## src/rtl/apb_req_arbiter.sv

```systemverilog
// Round-robin arbiter sharing one APB master command port between NUM_REQ requesters,
// with per-transfer timeout so a hung slave cannot lock out the other agents.
module apb_req_arbiter #(
  parameter int unsigned NUM_REQ    = 2,
  parameter int unsigned ADDR_WIDTH = 32,
  parameter int unsigned DATA_WIDTH = 32,
  parameter int unsigned TIMEOUT    = 64
) (
  input  logic                           PCLK,
  input  logic                           PRESET,
  input  logic [NUM_REQ-1:0]             req,
  input  logic [NUM_REQ-1:0]             req_write,
  input  logic [NUM_REQ*ADDR_WIDTH-1:0]  req_addr,
  input  logic [NUM_REQ*DATA_WIDTH-1:0]  req_wdata,
  output logic [NUM_REQ-1:0]             gnt,
  output logic [NUM_REQ-1:0]             ack,
  output logic [DATA_WIDTH-1:0]          rsp_rdata,
  output logic                           rsp_err,
  output logic                           rsp_timeout,
  output logic [1:0]                     transfer,
  output logic [ADDR_WIDTH-1:0]          address,
  output logic [DATA_WIDTH-1:0]          write_data,
  input  logic                           apb_done,
  input  logic                           apb_err,
  input  logic [DATA_WIDTH-1:0]          apb_rdata,
  output logic                           busy
);

  localparam int unsigned IDX_W = (NUM_REQ > 1) ? $clog2(NUM_REQ) : 1;
  localparam int unsigned CNT_W = (TIMEOUT > 1) ? $clog2(TIMEOUT + 1) : 1;

  localparam logic [1:0] XFER_IDLE  = 2'b00;
  localparam logic [1:0] XFER_READ  = 2'b01;
  localparam logic [1:0] XFER_WRITE = 2'b10;

  typedef enum logic [1:0] {S_IDLE, S_WAIT, S_RESP} state_t;

  state_t           state;
  logic [IDX_W-1:0] last;
  logic [IDX_W-1:0] owner;
  logic [IDX_W-1:0] win_c;
  logic             any_c;
  logic [CNT_W-1:0] cnt;
  logic             expire_c;

  // Round-robin pick: first requester at or after last+1, wrapping.
  always_comb begin : rr_pick
    int unsigned idx;
    any_c = 1'b0;
    win_c = '0;
    idx   = 0;
    for (int unsigned k = 1; k <= NUM_REQ; k++) begin
      idx = (32'(last) + k) % NUM_REQ;
      if (!any_c && req[IDX_W'(idx)]) begin
        any_c = 1'b1;
        win_c = IDX_W'(idx);
      end
    end
  end

  // cnt counts completed WAIT cycles; abort on the WAIT cycle after TIMEOUT of them.
  assign expire_c = (TIMEOUT != 0) && (cnt == CNT_W'(TIMEOUT));

  always_ff @(posedge PCLK or posedge PRESET) begin
    if (PRESET) begin
      state       <= S_IDLE;
      last        <= IDX_W'(NUM_REQ - 1);
      owner       <= '0;
      cnt         <= '0;
      gnt         <= '0;
      ack         <= '0;
      rsp_rdata   <= '0;
      rsp_err     <= 1'b0;
      rsp_timeout <= 1'b0;
      transfer    <= XFER_IDLE;
      address     <= '0;
      write_data  <= '0;
      busy        <= 1'b0;
    end else begin
      ack <= '0;
      unique case (state)
        S_IDLE: begin
          if (any_c) begin
            owner      <= win_c;
            gnt        <= NUM_REQ'(1) << win_c;
            transfer   <= req_write[win_c] ? XFER_WRITE : XFER_READ;
            address    <= req_addr[win_c*ADDR_WIDTH +: ADDR_WIDTH];
            write_data <= req_wdata[win_c*DATA_WIDTH +: DATA_WIDTH];
            cnt        <= '0;
            busy       <= 1'b1;
            state      <= S_WAIT;
          end
        end
        S_WAIT: begin
          // A completion in the expiry cycle takes priority over the abort.
          if (apb_done || expire_c) begin
            ack         <= NUM_REQ'(1) << owner;
            transfer    <= XFER_IDLE;
            rsp_err     <= apb_done ? apb_err : 1'b1;
            rsp_timeout <= !apb_done;
            rsp_rdata   <= (apb_done && transfer == XFER_READ) ? apb_rdata : '0;
            state       <= S_RESP;
          end else if (TIMEOUT != 0) begin
            cnt <= cnt + 1'b1;
          end
        end
        S_RESP: begin
          last        <= owner;
          gnt         <= '0;
          busy        <= 1'b0;
          rsp_rdata   <= '0;
          rsp_err     <= 1'b0;
          rsp_timeout <= 1'b0;
          state       <= S_IDLE;
        end
        default: state <= S_IDLE;
      endcase
    end
  end

endmodule

```

## config.mk

```make
export PLATFORM = sky130hd
export DESIGN_NAME = apb_req_arbiter
export DESIGN_NICKNAME = d
export VERILOG_FILES = /design/src/rtl/apb_req_arbiter.sv
export SDC_FILE = /design/constraint.sdc
export NUM_CORES = 1
export LEC_CHECK = 0
export BUFFER_PORTS_ARGS = -buffer_cell sky130_fd_sc_hd__buf_2
export CAP_MARGIN = 0
export CORE_ASPECT_RATIO = 0.7
export CORE_MARGIN = 1.5
export CORE_UTILIZATION = 45
export DETAILED_ROUTE_END_ITERATION = 6
export PLACE_DENSITY = 0.83
export SYNTH_ARGS = -nofsm -noshare
export SYNTH_HDL_FRONTEND = slang
export SYNTH_SLANG_ARGS = --single-unit
```

## constraint.sdc

```tcl
create_clock -name PCLK -period 8.7 [get_ports PCLK]
set_input_delay 0.435 -clock PCLK [delete_from_list [all_inputs] [get_ports PCLK]]
set_output_delay 0.435 -clock PCLK [all_outputs]
set_load 0.005 [all_outputs]
```

# Word-level counts from Yosys, hierarchy flattened
# Index checks and enable logic that the tools add are counted.
# word_totals
ff_bits	116
input_bits	168
output_inout_bits	105
word_cells	79
# op_classes
add_sub_neg	3
magnitude_cmp	3
n_eq_ne	7
shifts	4
mux	34
reduce_logical	15
# op_table
op	count
$shiftx 64x7->32	2
$mux 32	2
$pmux 32 s2	1
$mux 2	8
$mux 1	14
$mux 7	2
$pmux 7 s2	1
$pmux 2 s2	3
$reduce_and 2->1	4
$add 7x1->7 const B	1
$eq 7x7->1 const B	1
$lt 1x2->1 const B	3
$ne 2x2->1 const B	3
$pmux 1 s2	3
$reduce_and 3->1	2
$reduce_bool 2->1	3
$eq 2x1->1 const B	2
$shl 1x1->2 const A	2
$add 1x1->1 const B	2
$eq 2x2->1 const B	1
$logic_and 1x1->1	2
$logic_not 1->1	2
$logic_not 2->1	1
$logic_or 1x1->1	1

# Logic depth before layout (Yosys ltp)
# Gate-level depths: netlist of the first run.
# logic_depth
depth_word	12
mapped_depth	6

# Least setup slack after synthesis of the first run
# Ideal clock, no wire load.
# synth_path
kind	reg2reg
startpoint	reg cnt[0]
endpoint	reg rsp_rdata[0]
arrival_ps	1476
required_time_ps	8636
path_slack_ps	7161
stages_incl_launch_ff	7
n_path_buf	1
cell_sequence	dfrtp_1 > inv_1 > ha_1 > and4b_4 > a211oi_4 > buf_6 > a22o_2
# synth_between
elab_chain_cells	4
# synth_lines
item	line_no	text
start, declared	43	logic [CNT_W-1:0] cnt;
start signal, assigned	104	cnt <= cnt + 1'b1;
$eq 7x7->1	62	assign expire_c = (TIMEOUT != 0) && (cnt == CNT_W'(TIMEOUT));
$logic_or 1x1->1	96	if (apb_done || expire_c) begin
$ne 2x2->1 (no source line)	-	
$reduce_and 2->1 (no source line)	-	
end signal, assigned	101	rsp_rdata <= (apb_done && transfer == XFER_READ) ? apb_rdata : '0;
end, declared	17	output logic [DATA_WIDTH-1:0] rsp_rdata,
# Every way passes these cells.
# A chain may end at the register's enable or synchronous reset.

# Final worst setup path of the first run
# layout_path
startpoint	reg state[0]
endpoint	reg address[10]
# layout_between
elab_chain_cells	2
# layout_lines
item	line_no	text
start, declared	38	state_t state;
start signal, assigned	66	state <= S_IDLE;
start signal, assigned	91	state <= S_WAIT;
start signal, assigned	102	state <= S_RESP;
$logic_not 2->1	81	unique case (state)
$reduce_and 2->1 (no source line)	-	
end signal, assigned	87	address <= req_addr[win_c*ADDR_WIDTH +: ADDR_WIDTH];
end, declared	21	output logic [ADDR_WIDTH-1:0] address,
# Every way passes these cells.

==> reports/metrics.cfg, run 1 <==
[final_layout]
final_common_cell = buf_2
drive_gt1_frac = 0.537
seqCellArea_sq_um = 2900
multi_input_area_sq_um = 1980
area_growth_pct = 37.8
finalInstanceArea_sq_um = 7100
nFillCells = 856
num_antenna_cells = 0
fin_cells = 807
fin_nets = 813
mostFrequentLayoutCells = buf_2, dfrtp_1, a21boi_0, a221o_1, a22o_2

[critical_path]
r2r_cells = 4
path_max_fanout = 40
crit_path_start_kind = flip-flop
rrSetupSlack_ps = 6210
crit_path_end = address[10]
critPathArrivalTime_ps = 2810
r2r-start = state[0]
endpoint_kind = flip-flop
reg2reg_to = address[10]
crit_required_ps = 9020
critPathKind = reg2reg
crit_start = state[0]

[clock_network]
post_cts_resized = 0
h-tree-depth = 4
cts.sinks = 116
cts_tree = built
clkLatencyLatePin_ps = 400
cts_hold_buf = 0
post_cts_buffers = 0
clk_path_buf_depth = 2
root_buffer = clkbuf_16
clkTransAtPathRegs_ps = 50
cts_made_buffers = 17

[synth]
ys_ff_latch = 116
synth-async-reset-ratio = 1.00
yosysTopAreaCell = dfrtp_1
ys.flop_type = dfrtp_1
syn_inst = 385
yosysWarnings = 0
yosysSeqAreaShare = 0.563
synth_nets = 555
synth_edf_count = 0
synth_area_sq_um = 5150
synth.avg_cell_area_sq_um = 13.4
ys_top_cells_by_area = dfrtp_1, a221o_1, a21boi_0
yosys.area.top_type_share = 0.558
synth_cell_types = 50

[timing]
rsz0062_at_grt = false
setup_viol = 0
setup_slack_ps = 6210
hold_viol = 0
max_freq_ghz = 0.402
slew_headroom = 0.110
whs_ps = 92.9
skew_ps = 11.6
period_minus_slack_ps = 2490
setup-tns-final_ps = 0
slew_viol_final = 0
period_share = 0.286
tightest_slew_ps = 1340

[pwr]
p_per_area_nw_per_um2 = 356
clockPowerShare = 0.288
p_sw_frac = 0.321
p_int_mw = 1.72
p_leak_nw = 3.67
combPwrFrac = 0.354
power_frac_seq = 0.358
p_switching_uw = 810
vdd_drop_max_uv = 225

[drt]
vias = 4552
drt.antenna.violating_nets = 0
drt_iter0_drc = 291
wl_per_cell_um = 19.0
route.detailed.drc = 0
drt_wl_total_um = 15300
dr.pass1.iters = 4
avgViaCountPerCell = 5.64

[placed_design]
port_buffers = 272
place_inst = 777
dpl_cell_area_sq_um = 6480
dp_hpwl_um = 10500
pre_cts_ws_ps = 6270
gp_routability_congestion = 0.845

[die]
io_pins = 273
rows = 32
fp.dieW_um = 131
die_area_sq_um = 12100
start_util = 0.465
core_sq_um = 11100
fp.dieH_um = 92.5

[global_route]
grt_antenna_before_repair = 0
grt_usage = 0.253
grt_max_degree = 73
grt_pass1_vias = 4579
grt_overflow = 0
grt_pass1_wl_um = 23400

[job]
cap_violations = 0

[run_status]
status = finished, final reports clean

[hold_path]
holdCritPathClass = in2async

## power by group through the flow
stage | clock network (mW) | registers, mW | logic (mW)
2_1_floorplan | 0 | 0.900 | 0.552
3_3_place_gp | 0 | 0.894 | 0.859
3_5_place_dp | 0 | 0.903 | 0.895
4_1_cts | 0.740 | 0.901 | 0.900
5_1_grt | 0.767 | 0.932 | 0.976
6_report | 0.727 | 0.904 | 0.894
## sequential cells by signal, indices dropped and copies added (netlist names)
name / flops
rsp_err: 1
cnt: 7
write_data: 32
owner: 1
state: 2
rsp_timeout: 1
rsp_rdata: 32
transfer: 2
ack: 2
address: 32
last: 1
gnt: 2
busy: 1
## cell usage after synthesis (2+ instances only)
cell	n
a21boi_0	64
a21o_1	2
a21oi_1	3
a221o_1	64
a22o_1	5
a22o_2	27
a31o_2	3
and3_1	2
buf_2	11
buf_6	15
clkbuf_1	10
dfrtp_1	115
ha_1	2
inv_1	5
mux2_2	2
mux2i_1	3
nand2_1	6
nand4_1	3
nor2_1	3
nor2b_1	2
o21ai_0	7
or2_2	2
or3_1	2
## kinds of logic after synthesis
family	share of synthesized area
flops	0.563
buf+inv	0.0558
fa+ha+maj	0.00485
simple gates	0.0473
compound gates	0.315
mux	0.0131
## stage by stage
stage                      util  total power [mW]
after floorplan               -              1.45
after global placement    0.585              1.75
after detailed placement  0.585              1.80
after CTS                 0.640              2.54
after global routing      0.640              2.68
final                     0.640              2.53
## critical path: stages (launching register included)
cell and delay [ps]:
dfrtp_1 540, or2_2 450, nor2_4 620, buf_4 510, a221o_1 250
## metal layers
layer,GRT usage,part of all wire
met1,0.316,0.43
met2,0.430,0.51
met3,0.0687,0.054
met4,0.0742,0.012
met5,0,0
## how the worst min path moves through the flow
stage | startpoint | end | depth (start not counted)
final | PRESET | write_data[12] | 2
after global routing | PRESET | write_data[16] | 2
after CTS | PRESET | write_data[11] | 2
after detailed placement | busy | busy | 2
after global placement | busy | busy | 2
after floorplan | owner | ack[0] | 1
## cell type report
| cell class | count | area share |
|---|---|---|
| flip-flops and latches | 116 | 0.409 |
| multi-input cells | 227 | 0.278 |
| repair buffers | 276 | 0.196 |
| clock buffers | 21 | 0.0649 |
| well taps | 153 | 0.0270 |
| clock inverters | 9 | 0.0217 |
| inverters | 5 | 0.00300 |
No activity file was read; power rests on OpenSTA's default activity.
==> run 2: changes to the inputs <==
==> constraint.sdc (replaced) <==
create_clock -name PCLK -period 2.5 [get_ports PCLK]
set_input_delay 0.125 -clock PCLK [delete_from_list [all_inputs] [get_ports PCLK]]
set_output_delay 0.125 -clock PCLK [all_outputs]
set_load 0.005 [all_outputs]
==> run 2 against run 1 <==
Effect of this change:
- the flow now finishes with violations (design-rule violations)
- sequential share of layout area down 7.7 points
- routed wire length up 24%
- highest routed layer unchanged
- combinational power rose to 3.8 times the previous value
- critical endpoint is now write_data[14]
- fmax up 12%
- global-route usage up 6.7 points
==> reports/metrics.cfg, run 2 (same netlist as run 1, synthesis figures left out) <==
[run_status]
status = complete, but fails checks  ; was finished, final reports clean
violations = design-rule violations

[job]
cap_violations = 0  ; unchanged

[die]
rows = 32  ; unchanged
fp.dieW_um = 131  ; unchanged
fp.dieH_um = 92.5  ; unchanged
die_area_sq_um = 12100  ; unchanged
start_util = 0.465  ; unchanged
io_pins = 273  ; unchanged
core_sq_um = 11100  ; unchanged

[critical_path]
path_max_fanout = 65  ; was 40
max_stage_delay_ps = 1040  ; was 620 ps
crit_path_start_kind = flip-flop  ; unchanged
crit_required_ps = 2820  ; was 9020 ps
r2r_cells = 3  ; was 4
r2r-start = state[0]  ; unchanged
rrSetupSlack_ps = 290  ; was 6210 ps
critPathArrivalTime_ps = 2540  ; was 2810 ps
reg2reg_to = write_data[14]  ; was address[10]
cp_slowest_cell = and3_2  ; was nor2_4
endpoint_kind = flip-flop  ; unchanged
path_cells = nor2_4 > and3_2 > a221o_1  ; was or2_2 > nor2_4 > buf_4 > a221o_1
critPathKind = reg2reg  ; unchanged

[timing]
skew_ps = 13.6  ; was 11.6 ps
setup-tns-final_ps = 0  ; unchanged
tightest_slew_ps = 1290  ; was 1340 ps
rsz0062_at_grt = false  ; unchanged
whs_ps = 83.6  ; was 92.9 ps
setup_slack_ps = 286  ; was 6210 ps
hold_viol = 0  ; unchanged
setup_viol = 0  ; unchanged
period_minus_slack_ps = 2210  ; was 2490 ps
slew_headroom = 0.138  ; was 0.110
slew_viol_final = 0  ; unchanged
period_share = 0.885  ; was 0.286
max_freq_ghz = 0.452  ; was 0.402 GHz

[global_route]
grt_max_degree = 117  ; was 73
grt_antenna_before_repair = 0  ; unchanged
grt_pass1_wl_um = 29800  ; was 23400 um
grt_pass1_vias = 5871  ; was 4579
grt_overflow = 0  ; unchanged
grt_usage = 0.321  ; was 0.253

[drt]
dr.pass1.iters = 7  ; was 4
route.detailed.drc = 1  ; was 0
vias = 5482  ; was 4552
drt.antenna.violating_nets = 0  ; unchanged
drt_wl_total_um = 19100  ; was 15300 um
drt_iter0_drc = 451  ; was 291
avgViaCountPerCell = 5.63  ; was 5.64
wl_per_cell_um = 19.6  ; was 19.0 um

[clock_network]
cts.sinks = 116  ; unchanged
h-tree-depth = 4  ; unchanged
clkTransAtPathRegs_ps = 60  ; was 50 ps
post_cts_resized = 0  ; unchanged
root_buffer = clkbuf_16  ; unchanged
cts_tree = built  ; unchanged
clk_path_buf_depth = 2  ; unchanged
cts_made_buffers = 17  ; unchanged
clkLatencyLatePin_ps = 400  ; about the same

[final_layout]
mostFrequentLayoutCells = buf_2, dlygate4sd3_1, dfrtp_1, a21boi_0, a221o_1  ; was buf_2, dfrtp_1, a21boi_0, a221o_1, a22o_2
fin_nets = 977  ; was 813
final_util = 0.790  ; was 0.640
fin_cells = 973  ; was 807
top_regs = address (32), rsp_rdata (32), write_data (32)  ; unchanged
drive_gt1_frac = 0.435  ; was 0.537
finalInstanceArea_sq_um = 8760  ; was 7100 sq um
area_growth_pct = 69.9  ; was 37.8%
num_antenna_cells = 0  ; unchanged
final_common_cell = buf_2  ; unchanged

[hold_path]
hold_start = req_write[1]
hold_depth = 3
hold_end = transfer[0]
holdCritPathClass = in2reg  ; was in2async

[pwr]
p_per_area_nw_per_um2 = 1040  ; was 356 nW/um^2
p_leak_nw = 4.35  ; was 3.67 nW
design_power_total_mw = 9.11  ; was 2.53 mW
vdd_drop_max_uv = 679  ; was 225 uV

[placed_design]
dp_hpwl_um = 10300  ; was 10500 um
port_buffers = 272  ; unchanged
pre_cts_ws_ps = 392  ; was 6270 ps
dpl_cell_area_sq_um = 6530  ; was 6480 sq um
gp_routability_congestion = 0.830  ; was 0.845
place_inst = 780  ; was 777

==> run 2: cell types whose count changed in the layout (fill, tap and decap cells not counted) <==
cell           before  now
buf_12              0    2
buf_4               4    5
bufinv_16           4    3
clkbuf_1            2    1
clkinv_4            1    2
clkinvlp_4          2    6
dlygate4sd3_1       0  161
inv_4               1    0
==> run 2: metal layers <==
metal	global-route usage	vias up	part of all wire
li1	-	2378	-
met1	0.381	2694	0.38
met2	0.542	340	0.50
met3	0.0809	70	0.074
met4	0.157	0	0.038
met5	0	-	0
==> run 2: report_power, final <==
| part | switching [mW] | leakage, nW | internal [mW] | total (mW) |
|---|---|---|---|---|
| registers | 0.530 | 1.49 | 2.67 | 3.20 |
| clock network | 0.883 | 0.284 | 1.62 | 2.50 |
| logic | 1.63 | 2.58 | 1.78 | 3.41 |
==> run 2: timing repair <==
item,in CTS,in global routing
buffers inserted,0,0
hold buffers,160,1
hold endpoints to repair,211,1
==> run 2: layout make-up <==
cell class | instances | area (sq um)
clock inverter | 12 | 155
sequential | 116 | 2900
tap | 153 | 191
inverter | 5 | 22.5
timing repair buffer | 440 | 3050
multi-input combinational | 227 | 1980
fill | 646 | 2330
clock buffer | 20 | 457
==> run 2: how the worst max path moves through the flow <==
stage	endpoint	start	depth (start not counted)	slack, ps
finish	write_data[14]	state[0]	3	290
global route	address[29]	state[0]	3	180
CTS	address[1]	state[0]	3	350
detailed placement	address[1]	state[0]	3	390
global placement	write_data[26]	state[0]	3	480
floorplan	ack[0]	PRESET	1	960
==> run 2: critical path: cells and delay by family (launching register included) <==
kind / cells / cell delay [ps]
DFF: 1 / 540
AOI/OAI and AO/OA: 1 / 340
and+or+nand+nor: 2 / 1210
==> run 3: changes to the inputs <==
--- a/config.mk
+++ b/config.mk
@@ -12,6 +12,7 @@
 export CORE_UTILIZATION = 45
 export DETAILED_ROUTE_END_ITERATION = 6
 export PLACE_DENSITY = 0.83
+export REMOVE_ABC_BUFFERS = 1
 export SYNTH_ARGS = -nofsm -noshare
 export SYNTH_HDL_FRONTEND = slang
 export SYNTH_SLANG_ARGS = --single-unit
==> run 3 against run 2 <==
Effect of this change:
- the run now ends clean
- clock skew is 5.1 ps lower
- sequential share of layout area increased by 0.20 points
- sequential power about the same
- design area shrank 0.59%
- final cell count rose by 0.21%
==> reports/metrics.cfg, run 3 (same netlist as run 1, synthesis figures left out) <==
[die]
start_util = 0.465  ; unchanged
core_sq_um = 11100  ; unchanged
io_pins = 273  ; unchanged
fp.dieW_um = 131  ; unchanged
fp.dieH_um = 92.5  ; unchanged
rows = 32  ; unchanged
die_area_sq_um = 12100  ; unchanged

[drt]
drt_wl_total_um = 19600  ; was 19100 um
drt.antenna.violating_nets = 0  ; unchanged
route.detailed.drc = 0  ; was 1
vias = 5514  ; was 5482
wl_per_cell_um = 20.1  ; was 19.6 um
drt_iter0_drc = 325  ; was 451
avgViaCountPerCell = 5.66  ; was 5.63
dr.pass1.iters = 5  ; was 7

[timing]
rsz0062_at_grt = false  ; unchanged
max_freq_ghz = 0.408  ; was 0.452 GHz
setup_viol = 0  ; unchanged
hold_viol = 0  ; unchanged
slew_viol_final = 0  ; unchanged
setup_slack_ps = 51.8  ; was 286 ps
setup-tns-final_ps = 0  ; unchanged
period_minus_slack_ps = 2450  ; was 2210 ps
tightest_slew_ps = 646  ; was 1290 ps
slew_headroom = 0.569  ; was 0.138
period_share = 0.979  ; was 0.885
skew_ps = 8.48  ; was 13.6 ps

[critical_path]
r2r_cells = 5  ; was 3
endpoint_kind = flip-flop  ; unchanged
reg2reg_to = write_data[7]  ; was write_data[14]
critPathArrivalTime_ps = 2720  ; was 2540 ps
rrSetupSlack_ps = 50  ; was 290 ps
path_cells = nor2_4 > and3_2 > buf_12 > a221o_1 > dlygate4sd3_1  ; was nor2_4 > and3_2 > a221o_1
path_max_fanout = 49  ; was 65
crit_required_ps = 2770  ; was 2820 ps
max_stage_delay_ps = 610  ; was 1040 ps
critPathKind = reg2reg  ; unchanged
crit_path_start_kind = flip-flop  ; unchanged
cp_slowest_cell = dfrtp_1  ; was and3_2
r2r-start = state[0]  ; unchanged
crit_start = state[0]  ; unchanged

[global_route]
grt_usage = 0.322  ; was 0.321
grtUsageMet1 = 0.384  ; was 0.381
grtUsageMet3 = 0.0861  ; was 0.0809
grt_overflow = 0  ; unchanged
use_met2 = 0.550  ; was 0.542
grt_pass1_wl_um = 29500  ; was 29800 um
grt_max_degree = 68  ; was 117
grt_antenna_before_repair = 2  ; was 0
grt-busiest-layer = met2  ; unchanged
grt_pass1_vias = 5667  ; was 5871

[clock_network]
cts_made_buffers = 17  ; unchanged
clkLatencyLatePin_ps = 400  ; about the same
cts.sinks = 116  ; unchanged
cts_tree = built  ; unchanged
root_buffer = clkbuf_16  ; unchanged
h-tree-depth = 4  ; unchanged
clk_path_buf_depth = 2  ; unchanged
post_cts_buffers = 0  ; unchanged
clkTransAtPathRegs_ps = 60  ; about the same

[final_layout]
final_common_cell = buf_2  ; unchanged
final_util = 0.785  ; was 0.790
nFillCells = 622  ; was 646
drive_gt1_frac = 0.435  ; about the same
area_growth_pct = 68.9  ; was 69.9%
top_regs = address (32), rsp_rdata (32), write_data (32)  ; unchanged
fin_nets = 978  ; was 977
mostFrequentLayoutCells = buf_2, dlygate4sd3_1, dfrtp_1, a21boi_0, a221o_1  ; unchanged
finalInstanceArea_sq_um = 8710  ; was 8760 sq um

[hold_path]
holdCritPathClass = in2reg  ; unchanged
hold_start = apb_rdata[9]  ; was req_write[1]
hold_end = rsp_rdata[9]  ; was transfer[0]
hold_depth = 2  ; was 3

[pwr]
p_per_area_nw_per_um2 = 1120  ; was 1040 nW/um^2
p_leak_nw = 4.39  ; was 4.35 nW
vdd_drop_max_uv = 644  ; was 679 uV

[placed_design]
gp_routability_congestion = 0.823  ; was 0.830
pre_cts_ws_ps = 555  ; was 392 ps
dpl_cell_area_sq_um = 6550  ; was 6530 sq um
port_buffers = 272  ; unchanged
dp_hpwl_um = 10300  ; about the same

[job]
cap_violations = 0  ; unchanged

[run_status]
status = finished, final reports clean  ; was complete, but fails checks

==> run 3: cell count changes in the layout (fill, tap and decap cells not counted), moves of 2 or more <==
cell        before  now
buf_6            0    2
clkinvlp_4       6    3
clkbuf_1         1    3
clkinv_2         2    6
clkinv_4         2    0
bufinv_16        3    1
==> run 3: worst max path at each step <==
stage,to,slack [ps],depth (start not counted)
detailed placement,gnt[0],550,4
finish,write_data[7],50,5
floorplan,ack[0],-700,1
CTS,address[17],60,5
global placement,gnt[0],670,4
global route,write_data[7],2,5
==> run 3: final cells by class <==
type                       instances  area (sq um)  area share
clock inverter                    10          82.6     0.00949
tap                              153           191      0.0220
sequential                       116          2900       0.334
clock buffer                      22           464      0.0533
inverter                           5          21.3     0.00244
timing repair buffer             441          3060       0.352
antenna                            1          2.50    0.000287
multi-input combinational        227          1980       0.227
==> run 3: worst max-delay path, delay by kind of cell, from the launching register on <==
family / cells / cell delay, ps
AO/OA/AOI/OAI: 1 / 400
buffers and inverters: 2 / 860
flip-flops: 1 / 610
AND/OR/NAND/NOR: 2 / 440
==> run 3: metal layers <==
layer / routed length [um] / vias to the layer above
li1: - / 2380
met2: 9690 / 329
met4: 751 / 2
met3: 1540 / 79
met5: 15 / -
met1: 7560 / 2724
==> run 3: report_power, final <==
part | leakage (nW) | internal (mW) | switching [mW] | total [mW]
sequential | 1.49 | 2.67 | 0.543 | 3.21
combinational | 2.64 | 2.52 | 1.82 | 4.34
clock | 0.265 | 1.41 | 0.823 | 2.23
==> run 3: timing repair <==
action                                  4_1_cts  5_1_grt
hold buffers                                160        0
endpoints found under the setup margin        0       61
endpoints found under the hold margin       128        0
gates resized for setup                       0        2
==> run 3: stage by stage <==
stage,instances,power [mW],hold slack [ps]
floorplan,348,4.80,265
global placement,782,6.11,164
detailed placement,782,6.25,167
CTS,974,9.51,14.3
global route,975,10.3,2.79
finish,975,9.78,18.6
